**src/rtl/back_end_axi_read.sv**
```systemverilog
// rtl/back_end_axi_read.sv - AXI4 read back end filling one cache line per INCR burst, with bounded re-issue on error
module back_end_axi_read #(
    parameter int FE_ADDR_W   = 32,
    parameter int FE_DATA_W   = 32,
    parameter int BE_ADDR_W   = FE_ADDR_W,
    parameter int BE_DATA_W   = FE_DATA_W,
    parameter int WORD_OFF_W  = 3,
    parameter int AXI_ID_W    = 1,
    parameter int AXI_ID      = 0,
    parameter int MAX_RETRY   = 2,
    localparam int BE_BYTE_W   = $clog2(BE_DATA_W / 8),
    localparam int LINE2MEM_W  = WORD_OFF_W - $clog2(BE_DATA_W / FE_DATA_W),
    localparam int LINE_ADDR_W = FE_ADDR_W - BE_BYTE_W - LINE2MEM_W
) (
    input  logic                   clk,
    input  logic                   reset,
    input  logic                   replace_valid,
    input  logic [LINE_ADDR_W-1:0] replace_addr,
    output logic                   replace_ready,
    output logic                   read_valid,
    output logic [LINE2MEM_W-1:0]  read_addr,
    output logic [BE_DATA_W-1:0]   read_rdata,
    output logic                   axi_arvalid,
    output logic [BE_ADDR_W-1:0]   axi_araddr,
    output logic [7:0]             axi_arlen,
    output logic [2:0]             axi_arsize,
    output logic [1:0]             axi_arburst,
    output logic                   axi_arlock,
    output logic [3:0]             axi_arcache,
    output logic [2:0]             axi_arprot,
    output logic [3:0]             axi_arqos,
    output logic [AXI_ID_W-1:0]    axi_arid,
    input  logic                   axi_arready,
    input  logic                   axi_rvalid,
    input  logic [BE_DATA_W-1:0]   axi_rdata,
    input  logic [1:0]             axi_rresp,
    input  logic                   axi_rlast,
    output logic                   axi_rready
);
    localparam int RETRY_W = (MAX_RETRY < 1) ? 1 : $clog2(MAX_RETRY + 1);

    typedef enum logic [1:0] {IDLE, ADDR, DATA} state_t;

    state_t                 state, state_nxt;
    logic [LINE_ADDR_W-1:0] addr_q;
    logic [LINE2MEM_W-1:0]  beat_cnt;
    logic [RETRY_W-1:0]     retry_cnt;
    logic                   err_q;
    logic                   err_now;
    logic                   retry_go;
    logic [FE_ADDR_W-1:0]   line_byte_addr;
    logic                   unused_rresp_lsb;

    // Only SLVERR/DECERR matter; OKAY vs EXOKAY is irrelevant for a line fill.
    assign unused_rresp_lsb = axi_rresp[0];
    assign err_now          = err_q | axi_rresp[1];
    assign retry_go         = err_now && (retry_cnt < RETRY_W'(MAX_RETRY));

    always_ff @(posedge clk or negedge reset) begin
        if (!reset) state <= IDLE;
        else        state <= state_nxt;
    end

    always_comb begin
        state_nxt = state;
        case (state)
            IDLE: if (replace_valid) state_nxt = ADDR;
            ADDR: if (axi_arready)   state_nxt = DATA;
            DATA: if (axi_rvalid && axi_rlast) state_nxt = retry_go ? ADDR : IDLE;
            default: state_nxt = IDLE;
        endcase
    end

    always_comb begin
        replace_ready = 1'b0;
        axi_arvalid   = 1'b0;
        axi_rready    = 1'b0;
        read_valid    = 1'b0;
        case (state)
            IDLE: replace_ready = 1'b1;
            ADDR: axi_arvalid   = 1'b1;
            DATA: begin
                axi_rready = 1'b1;
                read_valid = axi_rvalid;
            end
            default: ;
        endcase
    end

    always_ff @(posedge clk or negedge reset) begin
        if (!reset) begin
            addr_q    <= '0;
            beat_cnt  <= '0;
            retry_cnt <= '0;
            err_q     <= 1'b0;
        end else begin
            case (state)
                IDLE: if (replace_valid) begin
                    addr_q    <= replace_addr;
                    beat_cnt  <= '0;
                    retry_cnt <= '0;
                    err_q     <= 1'b0;
                end
                DATA: if (axi_rvalid) begin
                    if (axi_rlast && retry_go) begin
                        retry_cnt <= retry_cnt + 1'b1;
                        err_q     <= 1'b0;
                        beat_cnt  <= '0;
                    end else begin
                        beat_cnt  <= beat_cnt + 1'b1;
                        err_q     <= err_now;
                    end
                end
                default: ;
            endcase
        end
    end

    assign line_byte_addr = {addr_q, {(BE_BYTE_W + LINE2MEM_W){1'b0}}};
    assign axi_araddr     = BE_ADDR_W'(line_byte_addr);
    assign axi_arlen      = 8'(2 ** LINE2MEM_W - 1);
    assign axi_arsize     = 3'(BE_BYTE_W);
    assign axi_arburst    = 2'b01;
    assign axi_arlock     = 1'b0;
    assign axi_arcache    = 4'b0011;
    assign axi_arprot     = 3'b000;
    assign axi_arqos      = 4'b0000;
    assign axi_arid       = AXI_ID_W'(AXI_ID);
    assign read_addr      = beat_cnt;
    assign read_rdata     = axi_rdata;

endmodule

```
**config.mk**
```make
export PLATFORM = sky130hd
export DESIGN_NAME = back_end_axi_read
export DESIGN_NICKNAME = d
export VERILOG_FILES = /design/src/rtl/back_end_axi_read.sv
export SDC_FILE = /design/constraint.sdc
export NUM_CORES = 1
export LEC_CHECK = 0
export ABC_AREA = 1
export CORE_MARGIN = 4
export CORE_UTILIZATION = 29
export CTS_CLUSTER_SIZE = 20
export DETAILED_ROUTE_END_ITERATION = 10
export GPL_TIMING_DRIVEN = 0
export HOLD_SLACK_MARGIN = 0.1
export MAX_ROUTING_LAYER = met4
export PLACE_DENSITY_LB_ADDON = 0.1
export SYNTH_ARGS = -nofsm -noshare
export SYNTH_HDL_FRONTEND = slang
export SYNTH_SLANG_ARGS = --single-unit
```
**constraint.sdc**
```tcl
create_clock -name clk -period 1.1 [get_ports clk]
set_input_delay 0.22 -clock clk [delete_from_list [all_inputs] [get_ports clk]]
set_output_delay 0.22 -clock clk [all_outputs]
set_load 0.005 [all_outputs]
```
; After elaboration in Yosys (flattened, before gate mapping)
; Index checks and enable logic that the tools add are counted.
[classes]
n_addsub = 2
magnitude_cmp = 1
n_eq_ne = 7
n_mux = 21
n_bitwise = 1
reduce_logical = 9
[ops]
columns = operator, count
row1 = two-way mux 2 bit, 6
row2 = "inequality test 2 bit, second input constant", 5
row3 = two-way mux 3 bit, 3
row4 = two-way mux 1 bit, 8
row5 = one-hot mux 2 bit (3 select lines), 1
row6 = one-hot mux 3 bit (2 select lines), 1
row7 = AND reduction 3 bit, 2
row8 = one-hot mux 2 bit (2 select lines), 1
row9 = AND reduction 4 bit, 1
row10 = "adder 3 x 1 -> 3 bit, second input constant", 1
row11 = logical AND 1 bit, 3
row12 = "adder 2 x 1 -> 2 bit, second input constant", 1
row13 = "equality test 2 x 1 -> 1 bit, second input constant", 1
row14 = "equality test 2 bit, second input constant", 1
row15 = logical NOT 2 bit, 1
row16 = "< comparator 2 bit, second input constant", 1
row17 = one-hot mux 1 bit (2 select lines), 1
row18 = AND reduction 2 bit, 1
row19 = nonzero test 2 bit, 1
row20 = OR 1 bit, 1
[totals]
ff_bits = 35
elab_cells = 46

; Longest topological paths before layout
; Gate-level depths: netlist of the first run.
[depth]
word_depth = 6
depth_mapped = 8
depth_no_buf = 8

; Least setup slack after synthesis of the first run
; No wires, ideal clock.
[synth_path]
path_kind = reg-to-reg
startpoint = register state[1]
endpoint = register retry_cnt[0]
arrival_time_ps = 992
required_ps = 984
path_slack_ps = -9
stages_incl_launch_ff = 8
synth_period_minus_slack_ps = 1109
path_cell_list = dfrtp_1 nor2_2 nand2_2 buf_6 nand2_8 nand2_1 nand2_1 nand2_1
[synth_via]
elab_chain_cells = 3
word_cells_on_any_way = 8
classes_between = eq/ne (4) / mux (1) / reduce/logical (3)
[synth_lines]
columns = element, line
row1 = from (decl), 44  ; state_t state, state_nxt;
row2 = from (signal assigned), 61  ; else state <= state_nxt;
row3 = equality test 2 bit or logical NOT 2 bit (tied branches), 97  ; case (state)
row4 = inequality test 2 bit (no source line) or nonzero test 2 bit (tied branches), --
row5 = AND reduction 4 bit (no source line), --
row6 = to (signal assigned), 106  ; retry_cnt <= retry_cnt + 1'b1;
row7 = to (decl), 47  ; logic [RETRY_W-1:0] retry_cnt;
; Parallel ways exist; a longest one is shown, timed or not.
; A chain may end at the register's enable or synchronous reset.

; Final worst setup path of the first run
[layout_path]
startpoint = register state[1]
endpoint = output port replace_ready
[layout_via]
elab_chain_cells = 2
[layout_lines]
columns = element, line
row1 = logical NOT 2 bit, 79  ; case (state)
row2 = two-way mux 1 bit, 79
row3 = to (decl), 19  ; output logic replace_ready,
; No other way between the ends.

==> flow_summary.toml, run 1 <==
[outcome]
status = "complete, but fails checks"
failed_checks = "negative setup slack"

[floorplanning]
die_area_mm2 = 0.00812
core.rowCount = 29
die_x_um = 90.1
fp.coreArea_mm2 = 0.00646
die_height_um = 90.1
floorplan.io_pins = 164
initial_core_util_pct = 30.3

[route]
first_pass_iters = 4
final_wirelength_um = 5430
drcViolationCount = 0
vias_per_cell = 3.83
final_antenna_net_count = 0
route.detailed.wl_per_inst_um = 11.4
number_of_design_rule_violations_left_by_the_first_detailed_router_iteration = 62
route.vias.total = 1828

[finish]
finish.net_count = 467
multiInputGateArea_um2 = 696
layout.filler_cells = 620
layout.area.seq_um2 = 877
layoutNonFillerInstCount = 477
n_antenna_cell = 0
commonest_non_fill_non_tap_cell_in_the_layout = "sky130_fd_sc_hd__nand2_1"
final_cell_mix = "91 x sky130_fd_sc_hd__nand2_1, 81 x sky130_fd_sc_hd__buf_4, 64 x sky130_fd_sc_hd__clkdlybuf4s50_1, 34 x sky130_fd_sc_hd__dfrtp_1, 31 x sky130_fd_sc_hd__conb_1"
fraction_of_final_layout_cells_with_drive_strength_greater_than_1_pct = 40.3
area_growth_pct = 75.4

[clocking]
cell_at_the_root_of_the_clock_tree = "sky130_fd_sc_hd__clkbuf_8"
clock_tree.htree_level_count = 2
clk-insertion-delay-late_ns = 0.29
worst_setup_hold_path_clk_slew_ns = 0.08
tritoncts = "built"
tritoncts.num_buffers = 5
clockBufferDepth = 2
numClockSinks = 35

[grt]
gr-total-overflow = 0
grt_start_max_net_pins = 36
use_met3_pct = 4.17
first_global_vias = 1781
grt_usage_pct = 13.0
met2_usage_pct = 22.8
grt_first_pass_wirelength_um = 8420
gr-max-usage-layer = "met2"
met1_usage_pct = 14.2
antenna_found_initial = 0

[power]
p_seq_share_pct = 32.3
power_density_mw_per_mm2 = 1910
report.power.total_uw = 6550
p_switching_uw = 2250
intPower_uw = 4300
p_clk_share_pct = 17.6
ir_worst_vdd_uv = 1260
static-leakage-power_uw = 0.00193
switching_share_pct = 34.4
p_comb_share_pct = 50.1

[synthesis]
synth_seq_cells = 35
synth.yosys.warnings = 0
post_syn_instances = 239
synth_sequential_area_ratio_pct = 44.8
avg_cell_area_syn_um2 = 8.18
yosysUniqueCellTypes = 17
syn-cell-area_mm2 = 0.00196

[worst_setup_path]
timing.critical_path.fanout_max = 3
crit_family = "flip-flops"
cp.arrival_ns = 1.10
critPathCaptureType = "output pin"
path_class = "flop to output pin"
path_cells = "buf_6 > nor2_4 > buf_2"
timing.critical_path.required_ns = 0.88
worst_setup_start_kind = "flop"
crit_slowest_cell = "sky130_fd_sc_hd__dfrtp_2"
critical_path_buf_inv_count = 2
r2r_setup_slk_ns = -0.18
critical-path-max-stage-delay_ns = 0.43

[timing]
timing_worst_slew_pin_value_ns = 0.806
max-slew-margin-rel_pct = 46.3
setup_viol = 38
timing_hold_violations_final = 0
timing.clock.skew_ns = 0.00797
finalWorstSetupSlack_ns = -0.217
minimum_period_implied_by_the_final_worst_setup_slack_ns = 1.32
drv_slew = 0
max_freq_ghz = 0.759
finalCritPeriodShare_pct = 120
unrepaired_setup_endpoints_after_global_routing = "yes"

[place]
gpl.final_weighted_congestion = 0.753
dpl.cell_count = 444
dp.final_hpwl_um = 3870
port_buffers = 99

[run]
maxCapViolations = 0

[hold_path]
hold_class = "input pin to async pin"
-- final cells by class --
type	instances	share of cell area, %
buffer	68	15.9
clock inverter	3	1.28
sequential	35	25.6
tap	77	2.81
multi-input combinational	153	20.3
timing repair buffer	123	30.5
inverter	13	1.71
clock buffer	5	2.01
-- flip-flops by register name, indices dropped and copies added (netlist names) --
| name | flops |
|---|---|
| read_addr | 3 |
| state | 2 |
| addr_q | 27 |
| retry_cnt | 2 |
| err_q | 1 |
-- path summary, 6_finish.rpt --
path	from	cells past startpoint	to
worst max-delay path	state[1]	3	replace_ready
worst min-delay path	reset	1	addr_q[17]
worst max register to register	state[1]	8	retry_cnt[1]
worst min register to register	addr_q[5]	2	addr_q[5]
max in group asynchronous	reset	1	state[1]
min in group clk	replace_addr[24]	3	addr_q[24]
-- worst register-to-register path, delay by kind of cell, from the launching register on --
family / cells / cell delay [ns]
DFF: 1 / 0.43
buffers and inverters: 2 / 0.28
and+or+nand+nor: 6 / 0.47
-- power by group through the flow --
stage | clock network (µW) | logic (µW) | registers [µW]
floorplan | 0 | 1220 | 2190
global placement | 0 | 2880 | 2140
detailed placement | 0 | 2890 | 2160
CTS | 1210 | 2960 | 2100
global route | 1290 | 3620 | 2190
finish | 1150 | 3280 | 2110
-- synthesized netlist by cell type --
master / number / area, µm²
sky130_fd_sc_hd__buf_6: 3 / 33.8
sky130_fd_sc_hd__nand2_1: 103 / 387
sky130_fd_sc_hd__inv_1: 11 / 41.3
sky130_fd_sc_hd__o21ai_0: 1 / 5.00
sky130_fd_sc_hd__nand3_1: 5 / 25.0
sky130_fd_sc_hd__buf_4: 65 / 488
sky130_fd_sc_hd__dfrtp_1: 35 / 876
sky130_fd_sc_hd__nand2_8: 1 / 20.0
sky130_fd_sc_hd__nand4_1: 2 / 12.5
sky130_fd_sc_hd__ha_1: 1 / 12.5
sky130_fd_sc_hd__nor2_1: 4 / 15.0
sky130_fd_sc_hd__nor2_2: 1 / 6.26
sky130_fd_sc_hd__inv_2: 2 / 7.51
sky130_fd_sc_hd__a21o_1: 1 / 7.51
sky130_fd_sc_hd__a21oi_1: 1 / 5.00
sky130_fd_sc_hd__nand2_2: 1 / 6.26
sky130_fd_sc_hd__conb_1: 2 / 7.51
-- routing by layer --
| layer | up-vias | wire length, µm |
|---|---|---|
| met5 | - | 0 |
| met4 | 0 | 17 |
| met3 | 2 | 454 |
| met2 | 84 | 2760 |
| met1 | 797 | 2190 |
| li1 | 945 | - |
-- per-stage QoR --
step | setup TNS [ns] | hold WS [ns] | setup WS [ns] | area (µm²) | utilization, %
floorplan | -0.190 | -0.0756 | -0.00784 | 2070 | -
global placement | -47.02 | 0.454 | -1.12 | 3160 | 48.9
detailed placement | -7.98 | 0.371 | -0.621 | 3150 | 48.8
CTS | -4.97 | 0.0494 | -0.189 | 3300 | 51.2
global route | -8.01 | 0.0735 | -0.271 | 3430 | 53.1
finish | -5.99 | 0.0133 | -0.217 | 3430 | 53.1
-- cell families (layout without fill, tap and decap cells) --
family                     count (synthesis)  in the layout  share of synthesized area, %
adders and majority gates                  1              1                         0.640
buffers and inverters                     81            212                          29.2
DFF                                       35             35                          44.8
AOI/OAI and AO/OA                          3              3                         0.895
and+or+nand+nor                          117            118                          24.1
other                                      2             31                         0.384
-- what timing repair did --
action	in CTS	in global routing
cloned	0	2
setup endpoints to repair	61	43
setup buffers	19	4
hold endpoints to repair	35	35
pin swaps	3	7
gates resized for setup	144	29
Note: power is estimated with default switching activity, not from simulation.
==> run 2, diff against run 1 <==
Settings changed: CTS_CLUSTER_DIAMETER from default to 200.
==> results of run 2 <==
No change in the layout: final DEF, timing and power equal those of run 1.
